`config.mk`:
```
export PLATFORM = sky130hd
export DESIGN_NAME = chan_segment_pipe_flat
export DESIGN_NICKNAME = d
export VERILOG_FILES = /design/src/rtl/chan_segment_pipe_if.sv /design/src/rtl/chan_segment_pipe.sv /design/src/flat_wrapper.sv
export SDC_FILE = /design/constraint.sdc
export NUM_CORES = 1
export LEC_CHECK = 0
export CORE_ASPECT_RATIO = 0.75
export CORE_MARGIN = 3
export CORE_UTILIZATION = 43
export CTS_BUF_LIST = sky130_fd_sc_hd__clkbuf_4
export CTS_CLUSTER_SIZE = 40
export DETAILED_ROUTE_END_ITERATION = 8
export HOLD_SLACK_MARGIN = 0.02
export PLACE_DENSITY = 0.76
export SYNTH_ARGS = -nofsm -noshare
export SYNTH_HDL_FRONTEND = slang
export SYNTH_SLANG_ARGS = --single-unit
```
`constraint.sdc`:
```
create_clock -name clk -period 1.95 [get_ports clk]
set_input_delay 0.2925 -clock clk [delete_from_list [all_inputs] [get_ports clk]]
set_output_delay 0.2925 -clock clk [all_outputs]
set_load 0.005 [all_outputs]
```
`src/rtl/chan_segment_pipe_if.sv`:
```
// Handshake bundle for one routing-channel segment: upstream side, downstream side and per-tile taps.
interface chan_segment_pipe_if #(
   parameter int DATA_WIDTH = 8,
   parameter int LENGTH     = 4
);
   logic [DATA_WIDTH-1:0]        in_data;
   logic                         in_valid;
   logic                         in_ready;
   logic [DATA_WIDTH-1:0]        out_data;
   logic                         out_valid;
   logic                         out_ready;
   logic [LENGTH*DATA_WIDTH-1:0] mid_data;
   logic [LENGTH-1:0]            mid_valid;

   modport master (
      output in_data, in_valid, out_ready,
      input  in_ready, out_data, out_valid, mid_data, mid_valid
   );

   modport slave (
      input  in_data, in_valid, out_ready,
      output in_ready, out_data, out_valid, mid_data, mid_valid
   );
endinterface

```
`src/rtl/chan_segment_pipe.sv`:
```
// Routing-channel segment: combinational bypass or LENGTH-stage elastic pipeline with per-tile taps.
// Mode changes out of PIPE pass through DRAIN so no in-flight word is lost or reordered.
module chan_segment_pipe #(
   parameter int DATA_WIDTH = 8,
   parameter int LENGTH     = 4,
   parameter int OCC_W      = $clog2(LENGTH + 1)
) (
   input  logic             clk,
   input  logic             rst_n,
   input  logic             cfg_pipe_en,
   chan_segment_pipe_if.slave seg,
   output logic [OCC_W-1:0] occupancy,
   output logic [1:0]       state
);

   typedef enum logic [1:0] {
      ST_BYPASS = 2'b00,
      ST_PIPE   = 2'b01,
      ST_DRAIN  = 2'b10
   } state_t;

   state_t                state_q, state_d;
   logic [LENGTH-1:0]     v_q, v_d;
   logic [DATA_WIDTH-1:0] dat_q [LENGTH];
   logic [DATA_WIDTH-1:0] dat_d [LENGTH];
   logic [OCC_W-1:0]      occ_q, occ_d;
   logic [LENGTH-1:0]     adv;
   logic                  in_vld_eff;

   always_ff @(posedge clk or negedge rst_n) begin
      if (!rst_n) begin
         state_q <= ST_BYPASS;
         v_q     <= '0;
         occ_q   <= '0;
         for (int i = 0; i < LENGTH; i++) dat_q[i] <= '0;
      end else begin
         state_q <= state_d;
         v_q     <= v_d;
         occ_q   <= occ_d;
         for (int i = 0; i < LENGTH; i++) dat_q[i] <= dat_d[i];
      end
   end

   always_comb begin
      adv        = '0;
      v_d        = v_q;
      occ_d      = '0;
      state_d    = state_q;
      in_vld_eff = seg.in_valid && (state_q == ST_PIPE);
      for (int i = 0; i < LENGTH; i++) dat_d[i] = dat_q[i];

      // Ready ripples back from the output: a stage advances if it is empty or the one ahead advances.
      adv[LENGTH-1] = seg.out_ready || !v_q[LENGTH-1];
      for (int i = LENGTH - 2; i >= 0; i--) adv[i] = adv[i+1] || !v_q[i];

      if (state_q != ST_BYPASS) begin
         if (adv[0]) begin
            v_d[0] = in_vld_eff;
            if (in_vld_eff) dat_d[0] = seg.in_data;
         end
         for (int i = 1; i < LENGTH; i++) begin
            if (adv[i]) begin
               v_d[i] = v_q[i-1];
               if (v_q[i-1]) dat_d[i] = dat_q[i-1];
            end
         end
      end

      for (int i = 0; i < LENGTH; i++) occ_d = occ_d + OCC_W'(v_d[i]);

      case (state_q)
         ST_BYPASS: if (cfg_pipe_en) state_d = ST_PIPE;
         ST_PIPE:   if (!cfg_pipe_en) state_d = ST_DRAIN;
         ST_DRAIN:  if (occ_q == '0) state_d = cfg_pipe_en ? ST_PIPE : ST_BYPASS;
         default:   state_d = ST_BYPASS;
      endcase
   end

   always_comb begin
      seg.in_ready  = 1'b0;
      seg.out_data  = dat_q[LENGTH-1];
      seg.out_valid = v_q[LENGTH-1];
      seg.mid_valid = v_q;
      seg.mid_data  = '0;
      for (int i = 0; i < LENGTH; i++) seg.mid_data[i*DATA_WIDTH +: DATA_WIDTH] = dat_q[i];

      case (state_q)
         ST_BYPASS: begin
            seg.in_ready  = seg.out_ready;
            seg.out_data  = seg.in_data;
            seg.out_valid = seg.in_valid;
            seg.mid_data  = {LENGTH{seg.in_data}};
            seg.mid_valid = {LENGTH{seg.in_valid}};
         end
         ST_PIPE:  seg.in_ready = adv[0];
         default:  seg.in_ready = 1'b0;
      endcase
   end

   assign occupancy = occ_q;
   assign state     = state_q;

endmodule

```
`src/flat_wrapper.sv`:
```
// flat-port wrapper written by rule: the top's interface ports become plain ports
module chan_segment_pipe_flat 
#(
   parameter int DATA_WIDTH = 8,
   parameter int LENGTH     = 4,
   parameter int OCC_W      = $clog2(LENGTH + 1)
)
  (clk, rst_n, cfg_pipe_en, occupancy, state, seg_in_data, seg_in_valid, seg_out_ready, seg_in_ready, seg_out_data, seg_out_valid, seg_mid_data, seg_mid_valid);
  chan_segment_pipe_if #(.DATA_WIDTH(DATA_WIDTH), .LENGTH(LENGTH)) seg_i ();
  input  logic clk;
  input  logic rst_n;
  input  logic cfg_pipe_en;
  output logic [OCC_W-1:0] occupancy;
  output logic [1:0] state;
  input wire logic [$bits(seg_i.in_data)-1:0] seg_in_data;
  input wire logic [$bits(seg_i.in_valid)-1:0] seg_in_valid;
  input wire logic [$bits(seg_i.out_ready)-1:0] seg_out_ready;
  output wire logic [$bits(seg_i.in_ready)-1:0] seg_in_ready;
  output wire logic [$bits(seg_i.out_data)-1:0] seg_out_data;
  output wire logic [$bits(seg_i.out_valid)-1:0] seg_out_valid;
  output wire logic [$bits(seg_i.mid_data)-1:0] seg_mid_data;
  output wire logic [$bits(seg_i.mid_valid)-1:0] seg_mid_valid;
  assign seg_i.in_data = seg_in_data;
  assign seg_i.in_valid = seg_in_valid;
  assign seg_i.out_ready = seg_out_ready;
  assign seg_in_ready = seg_i.in_ready;
  assign seg_out_data = seg_i.out_data;
  assign seg_out_valid = seg_i.out_valid;
  assign seg_mid_data = seg_i.mid_data;
  assign seg_mid_valid = seg_i.mid_valid;
  chan_segment_pipe #(.DATA_WIDTH(DATA_WIDTH), .LENGTH(LENGTH), .OCC_W(OCC_W)) u_core (.clk(clk), .rst_n(rst_n), .cfg_pipe_en(cfg_pipe_en), .seg(seg_i), .occupancy(occupancy), .state(state));
endmodule
```
Word-level counts from Yosys, hierarchy flattened
Index checks and enable logic that the tools add are counted.

Reduce and logical (&&, ||, !) cells: 17. Mux-type cells: 15. Add/subtract/negate cells: 3. Eq/ne operators: 5.

Operators with widths (count): 2-to-1 mux 32 bit (1); AND reduction 3 bit (5); 2-to-1 mux 4 bit (2); 2-to-1 mux 8 bit (1); adder 3 x 1 -> 3 bit (2); 2-to-1 mux 1 bit (6); 2-to-1 mux 2 bit (3); one-hot mux 2 bit (3 select lines) (1); logical NOT 1 bit (4); logical OR 1 bit (4); inequality test 2 bit (second input constant) (2); logical NOT 3 bit (1); adder 1 x 1 -> 2 bit (1); == test 2 x 1 -> 1 bit (second input constant) (1); == test 2 bit (second input constant) (1); logical NOT 2 bit (1); inequality test 2 x 1 -> 1 bit (second input constant) (1); one-hot mux 1 bit (2 select lines) (1); nonzero test 2 bit (1); logical AND 1 bit (1).

Word-level logic and storage cells: 47. Register bits: 41. Bits of input ports: 13. Output and inout port bits: 51.

Depth between registers and ports, before layout
Word-level depth: 10. Gate-level depth with buffers: 8. Mapped depth without buffers: 6.

Least setup slack after synthesis
OpenSTA, ideal clock, no wires.

Path type: register to register. Start point: register u_core.v_q[2]. End point: register u_core.occ_q[1], in the netlist u_core.occupancy[1]. Stages on the path, launching flop included: 8. Period minus slack after synthesis: 2.056 ns. Setup slack: -0.106 ns. Path buffers: 1. Required time: 1.824 ns. Data arrival time: 1.930 ns. Setup time: 0.126 ns. Cells stage by stage: dfrtp_1 > and4b_1 > buf_6 > o21ai_0 > nand2_1 > ha_1 > fa_1 > ha_1.

Word-level cells in the longest chain between the ends: 9. Elaborated cells on any way between the ends: 12. Those cells by class: add/sub: 3; mux: 5; reduce/logical: 4.

RTL lines: start, declared (line chan_segment_pipe.sv:23) `logic [LENGTH-1:0] v_q, v_d;`; start signal, assigned (line chan_segment_pipe.sv:38) `v_q <= v_d;`; logical NOT 1 bit (line chan_segment_pipe.sv:54) `for (int i = LENGTH - 2; i >= 0; i--) adv[i] = adv[i+1] || !v_q[i];`; logical OR 1 bit (3 in a row) (line chan_segment_pipe.sv:54); 2-to-1 mux 1 bit (line chan_segment_pipe.sv:57) `if (adv[0]) begin`; 2-to-1 mux 4 bit (line chan_segment_pipe.sv:56) `if (state_q != ST_BYPASS) begin`; named net u_core.v_d[0] (line chan_segment_pipe.sv:23); adder 1 x 1 -> 2 bit (line chan_segment_pipe.sv:69) `for (int i = 0; i < LENGTH; i++) occ_d = occ_d + OCC_W'(v_d[i]);`; adder 3 x 1 -> 3 bit (2 in a row) (line chan_segment_pipe.sv:69); named net u_core.occ_d[1] (line chan_segment_pipe.sv:26) `logic [OCC_W-1:0] occ_q, occ_d;`; end signal, assigned (line chan_segment_pipe.sv:34) `occ_q <= '0;`; end signal, assigned (line chan_segment_pipe.sv:39) `occ_q <= occ_d;`; end, declared (line chan_segment_pipe.sv:26).

The timed path passes the listed nets, and every way through them passes these cells. A chain may end at the register's enable or synchronous reset.

Final worst setup path
Start point: register u_core.state_q[1], in the netlist u_core.state[1]. End point: register u_core.occ_q[1], in the netlist u_core.occupancy[1].

Elaborated cells on any way between the ends: 8. Those cells by class: add/sub: 3; eq/ne: 1; mux: 2; reduce/logical: 2.

RTL lines: start, declared (line chan_segment_pipe.sv:22) `state_t state_q, state_d;`; start signal, assigned (line chan_segment_pipe.sv:37) `state_q <= state_d;`; nonzero test 2 bit (line chan_segment_pipe.sv:56); 2-to-1 mux 4 bit (line chan_segment_pipe.sv:56); named net u_core.v_d[1] (line chan_segment_pipe.sv:23); adder 1 x 1 -> 2 bit (line chan_segment_pipe.sv:69); adder 3 x 1 -> 3 bit (2 in a row) (line chan_segment_pipe.sv:69); named net u_core.occ_d[1] (line chan_segment_pipe.sv:26).

The timed path passes the listed nets, and every way through them passes these cells.

==> reports/summary.log <==
qor: outcome.status finished with violations
qor: outcome.violations_in_the_final_reports negative setup slack
qor: yosys.yosys.area.top_type sky130_fd_sc_hd__dfrtp_1
qor: critical_path.worstPathMaxFanout 5
qor: routing.dr.pass1.iters 4
qor: final_layout.area_of_the_multi_input_gates 1089 um^2
qor: routing.routed-via-count 1758
qor: yosys.synth.distinct_cells 26
qor: die.ioPinCount 64
qor: yosys.synthesis.nets 216
qor: final_layout.post-route-util 67.91%
qor: die.die_width 85.74 um
qor: timing.maxSlewHeadroom 61.66%
qor: timing.total_setup_violations_reported_at_the_end_of_the_flow 2
qor: routing.drt-initial-drc-count 83
qor: timing.drv_slew 0
qor: final_layout.antennaDiodeCount 0
qor: timing.final_critical_path_setup_slack -0.04371 ns
qor: place.routabilityCongestion 0.8028
qor: critical_path.r2r_slack -0.04 ns
qor: critical_path.critPathArrivalTime 2.24 ns
qor: critical_path.r2r_end u_core.occupancy[1]
qor: final_layout.finish.net_count 309
qor: die.design.die.area 5642 um^2
qor: flow_run.max-cap-violations 0
qor: global_route.antenna_found_initial 0
qor: place.place.detailed.hpwl 3639 um
qor: yosys.ys_seq_elements 41
qor: yosys.synthesis.yosys.warnings 0
qor: critical_path.r2r.worst_path.cells 8
qor: final_layout.layout_stage_area_growth_over_the_synthesis_result 49.66%
qor: timing.skew 0.01142 ns
qor: pwr.cellLeakagePower 1.591 nW
qor: yosys.synth_top_cells_by_area sky130_fd_sc_hd__dfrtp_1, sky130_fd_sc_hd__mux2_2, sky130_fd_sc_hd__nand2_1, sky130_fd_sc_hd__buf_4, sky130_fd_sc_hd__buf_6
qor: routing.detail_route.drc_violations 0
qor: die.floorplan.core_area 4519 um^2
qor: cts.root_buf_cell sky130_fd_sc_hd__clkbuf_4
qor: critical_path.critical_path_required 2.19 ns
qor: critical_path.cp_num_buf_inv 2
qor: final_layout.finalNonFillerCells 350
qor: cts.clock_sink_count 41
qor: timing.min_period 1.994 ns
qor: worst_hold_path.hold_path.class input port to async pin
qor: routing.routed_via_density 5.023
qor: critical_path.critical_path.cell_chain nor2_4 -> buf_6 -> buf_6 -> nand2_2 -> nand3b_1 -> ha_4 -> fa_2 -> ha_4
qor: pwr.power_density 1706 nW/um^2
qor: critical_path.criticalPathCategory flop to flop
qor: yosys.post_synth_inst_count 200
qor: yosys.syn-mean-instance-area 10.25 um^2
qor: timing.min_period_over_period 102.2%
qor: final_layout.regArea 1028 um^2
qor: cts.cts_buffer_depth 2
qor: timing.peak_clock_frequency_supported_by_timing 0.5016 GHz
qor: cts.clkSlewWorstSetupHoldPaths 0.12 ns
qor: final_layout.layout.filler_cells 355
qor: critical_path.critical_path_top_delay_cell sky130_fd_sc_hd__dfrtp_2
qor: place.port_buffers 63
qor: global_route.grt.overflow.total 0
qor: final_layout.layout-drive-gt1-share 55.97%
qor: yosys.synth_area 2051 um^2
qor: routing.wl_per_cell 16.31 um
qor: die.fp.dieH 65.81 um
qor: global_route.global_route.usage.total 20.27%
qor: cts.tritoncts built
qor: global_route.grt_start_max_net_pins 27
qor: global_route.grt_first_pass_wirelength 8763 um
qor: yosys.area_fraction_of_the_dominant_cell_type_after_synthesis 50.03%
qor: die.rows 21
qor: die.initial_cell_density_of_the_core 45.38%
qor: critical_path.timing.critical_path.slowest_cell_delay 0.48 ns
qor: critical_path.timing.critical_path.to_type flop
qor: place.placed_cells_incl_taps 325
qor: timing.final_hold_viol_count 0
qor: timing.slew_at_the_pin_closest_to_its_max_slew_limit 0.5751 ns
qor: cts.h-tree-depth 2
qor: global_route.via_count_of_the_first_global_routing_pass 1828
qor: critical_path.critPathLaunchType flop
qor: routing.route.antenna.remaining_nets 0
qor: yosys.yosysSeqAreaShare 50.03%
qor: critical_path.path_delay_family adder cells
qor: critical_path.r2r-start u_core.state[1]
qor: routing.detail_route.wirelength 5708 um
qor: pwr.vdd_ir_drop_max 0.9891 mV
qor: timing.rsz0062_at_grt yes
qor: final_layout.layout_common_cells sky130_fd_sc_hd__nand2_1, sky130_fd_sc_hd__dfrtp_1, sky130_fd_sc_hd__nand2_2
qor: cts.tritoncts.num_buffers 5
qor: cts.clock_latency_late_sink 0.35 ns
qor: final_layout.most_common_library_cell_in_the_layout_ignoring_fill_and_taps sky130_fd_sc_hd__nand2_1
[registers in the layout (all words and copies together) (netlist names)]
name	cells
u_core.state	2
u_core.dat_q	32
u_core.occupancy	3
u_core.v_q	4
[layout make-up]
cell class                      instances  share of cell area [%]
Timing Repair Buffer                  102                   27.11
Multi-Input combinational cell        143                   35.47
Clock buffer                            6                   1.468
Tap cell                               57                   2.324
Clock inverter                          1                  0.1223
Sequential cell                        41                   33.51
[what timing repair did]
item                                    in CTS  in global routing
endpoints found under the hold margin       24                  0
hold buffers                                 1                  0
gates cloned                                 1                  1
endpoints found under the setup margin      46                 41
setup buffers                               10                  5
resized for setup                           94                105
pin swaps                                    4                 18
[cells in the mapped netlist]
| library cell | instances |
|---|---|
| sky130_fd_sc_hd__nor2_4 | 1 |
| sky130_fd_sc_hd__buf_4 | 9 |
| sky130_fd_sc_hd__ha_1 | 2 |
| sky130_fd_sc_hd__mux2_2 | 30 |
| sky130_fd_sc_hd__or2_2 | 1 |
| sky130_fd_sc_hd__dfrtp_1 | 41 |
| sky130_fd_sc_hd__buf_6 | 3 |
| sky130_fd_sc_hd__a22o_1 | 1 |
| sky130_fd_sc_hd__buf_2 | 6 |
| sky130_fd_sc_hd__o41ai_1 | 1 |
| sky130_fd_sc_hd__and4b_1 | 1 |
| sky130_fd_sc_hd__nor2_1 | 3 |
| sky130_fd_sc_hd__fa_1 | 1 |
| sky130_fd_sc_hd__a21oi_4 | 1 |
| sky130_fd_sc_hd__nor3b_1 | 1 |
| sky130_fd_sc_hd__nand3b_4 | 1 |
| sky130_fd_sc_hd__nand3b_1 | 2 |
| sky130_fd_sc_hd__a311oi_1 | 1 |
| sky130_fd_sc_hd__nor3_1 | 1 |
| sky130_fd_sc_hd__mux2_1 | 2 |
| sky130_fd_sc_hd__o21ai_1 | 1 |
| sky130_fd_sc_hd__and2_1 | 1 |
| sky130_fd_sc_hd__o21ai_0 | 3 |
| sky130_fd_sc_hd__nand2_1 | 83 |
| sky130_fd_sc_hd__nor2b_1 | 1 |
| sky130_fd_sc_hd__a21o_1 | 2 |
[how the worst max path moves through the flow]
stage | start | end | slack, ns | cells past startpoint
floorplan | u_core.v_q[2] | u_core.occupancy[1] | -0.0008 | 6
global placement | seg_out_ready | u_core.occupancy[1] | -0.27 | 6
detailed placement | seg_out_ready | u_core.occupancy[1] | -0.34 | 6
CTS | u_core.state[0] | seg_mid_data[16] | -0.13 | 6
global route | u_core.state[1] | seg_mid_data[5] | -0.10 | 5
finish | u_core.state[1] | u_core.occupancy[1] | -0.04 | 8
[cells by family (layout without fill, tap and decap cells)]
| group | after synthesis | count (layout) | synth area share, % |
|---|---|---|---|
| multiplexers | 32 | 32 | 17.57 |
| buffers and inverters | 18 | 109 | 6.406 |
| AND/OR/NAND/NOR | 96 | 98 | 20.01 |
| flip-flops | 41 | 41 | 50.03 |
| AO/OA/AOI/OAI | 10 | 10 | 3.783 |
| adder cells (fa/ha/maj) | 3 | 3 | 2.196 |
[through the flow]
stage | total power, mW | hold slack, ns | TNS [ns] | cell area, um^2 | setup WS [ns]
after floorplan | 3.045 | -0.003091 | -0.0007868 | 2086 | -0.0007868
after global placement | 4.442 | 0.3155 | -0.7960 | 2825 | -0.2670
after detailed placement | 4.526 | 0.3209 | -1.209 | 2825 | -0.3417
after CTS | 4.898 | 0.4694 | -1.817 | 2978 | -0.1344
after global routing | 5.616 | 0.4963 | -1.526 | 3069 | -0.1035
final | 5.236 | 0.4599 | -0.04460 | 3069 | -0.04371
[report_power, final]
part / switching [mW] / internal [mW] / total (mW)
Clock: 0.268 / 0.145 / 0.414
Sequential: 0.391 / 1.27 / 1.67
Combinational: 1.39 / 1.77 / 3.16
[metal layers]
metal	wire length (um)	vias up	part of all wire, %	track usage [%]
met1	2515	865	44	26.91
met5	0	-	0	0
met2	2824	49	49	33.24
met3	303	9	5.3	5.604
li1	-	835	-	-
met4	66	0	1.2	4.545
[worst reg2reg max path, cell delays in order (launching register included)]
cell and delay [ns]:
sky130_fd_sc_hd__dfrtp_2 0.48, sky130_fd_sc_hd__nor2_4 0.18, sky130_fd_sc_hd__buf_6 0.12, sky130_fd_sc_hd__buf_6 0.08
sky130_fd_sc_hd__nand2_2 0.04, sky130_fd_sc_hd__nand3b_1 0.15, sky130_fd_sc_hd__ha_4 0.23, sky130_fd_sc_hd__fa_2 0.36
sky130_fd_sc_hd__ha_4 0.25
(Power assumes the default switching activity.)
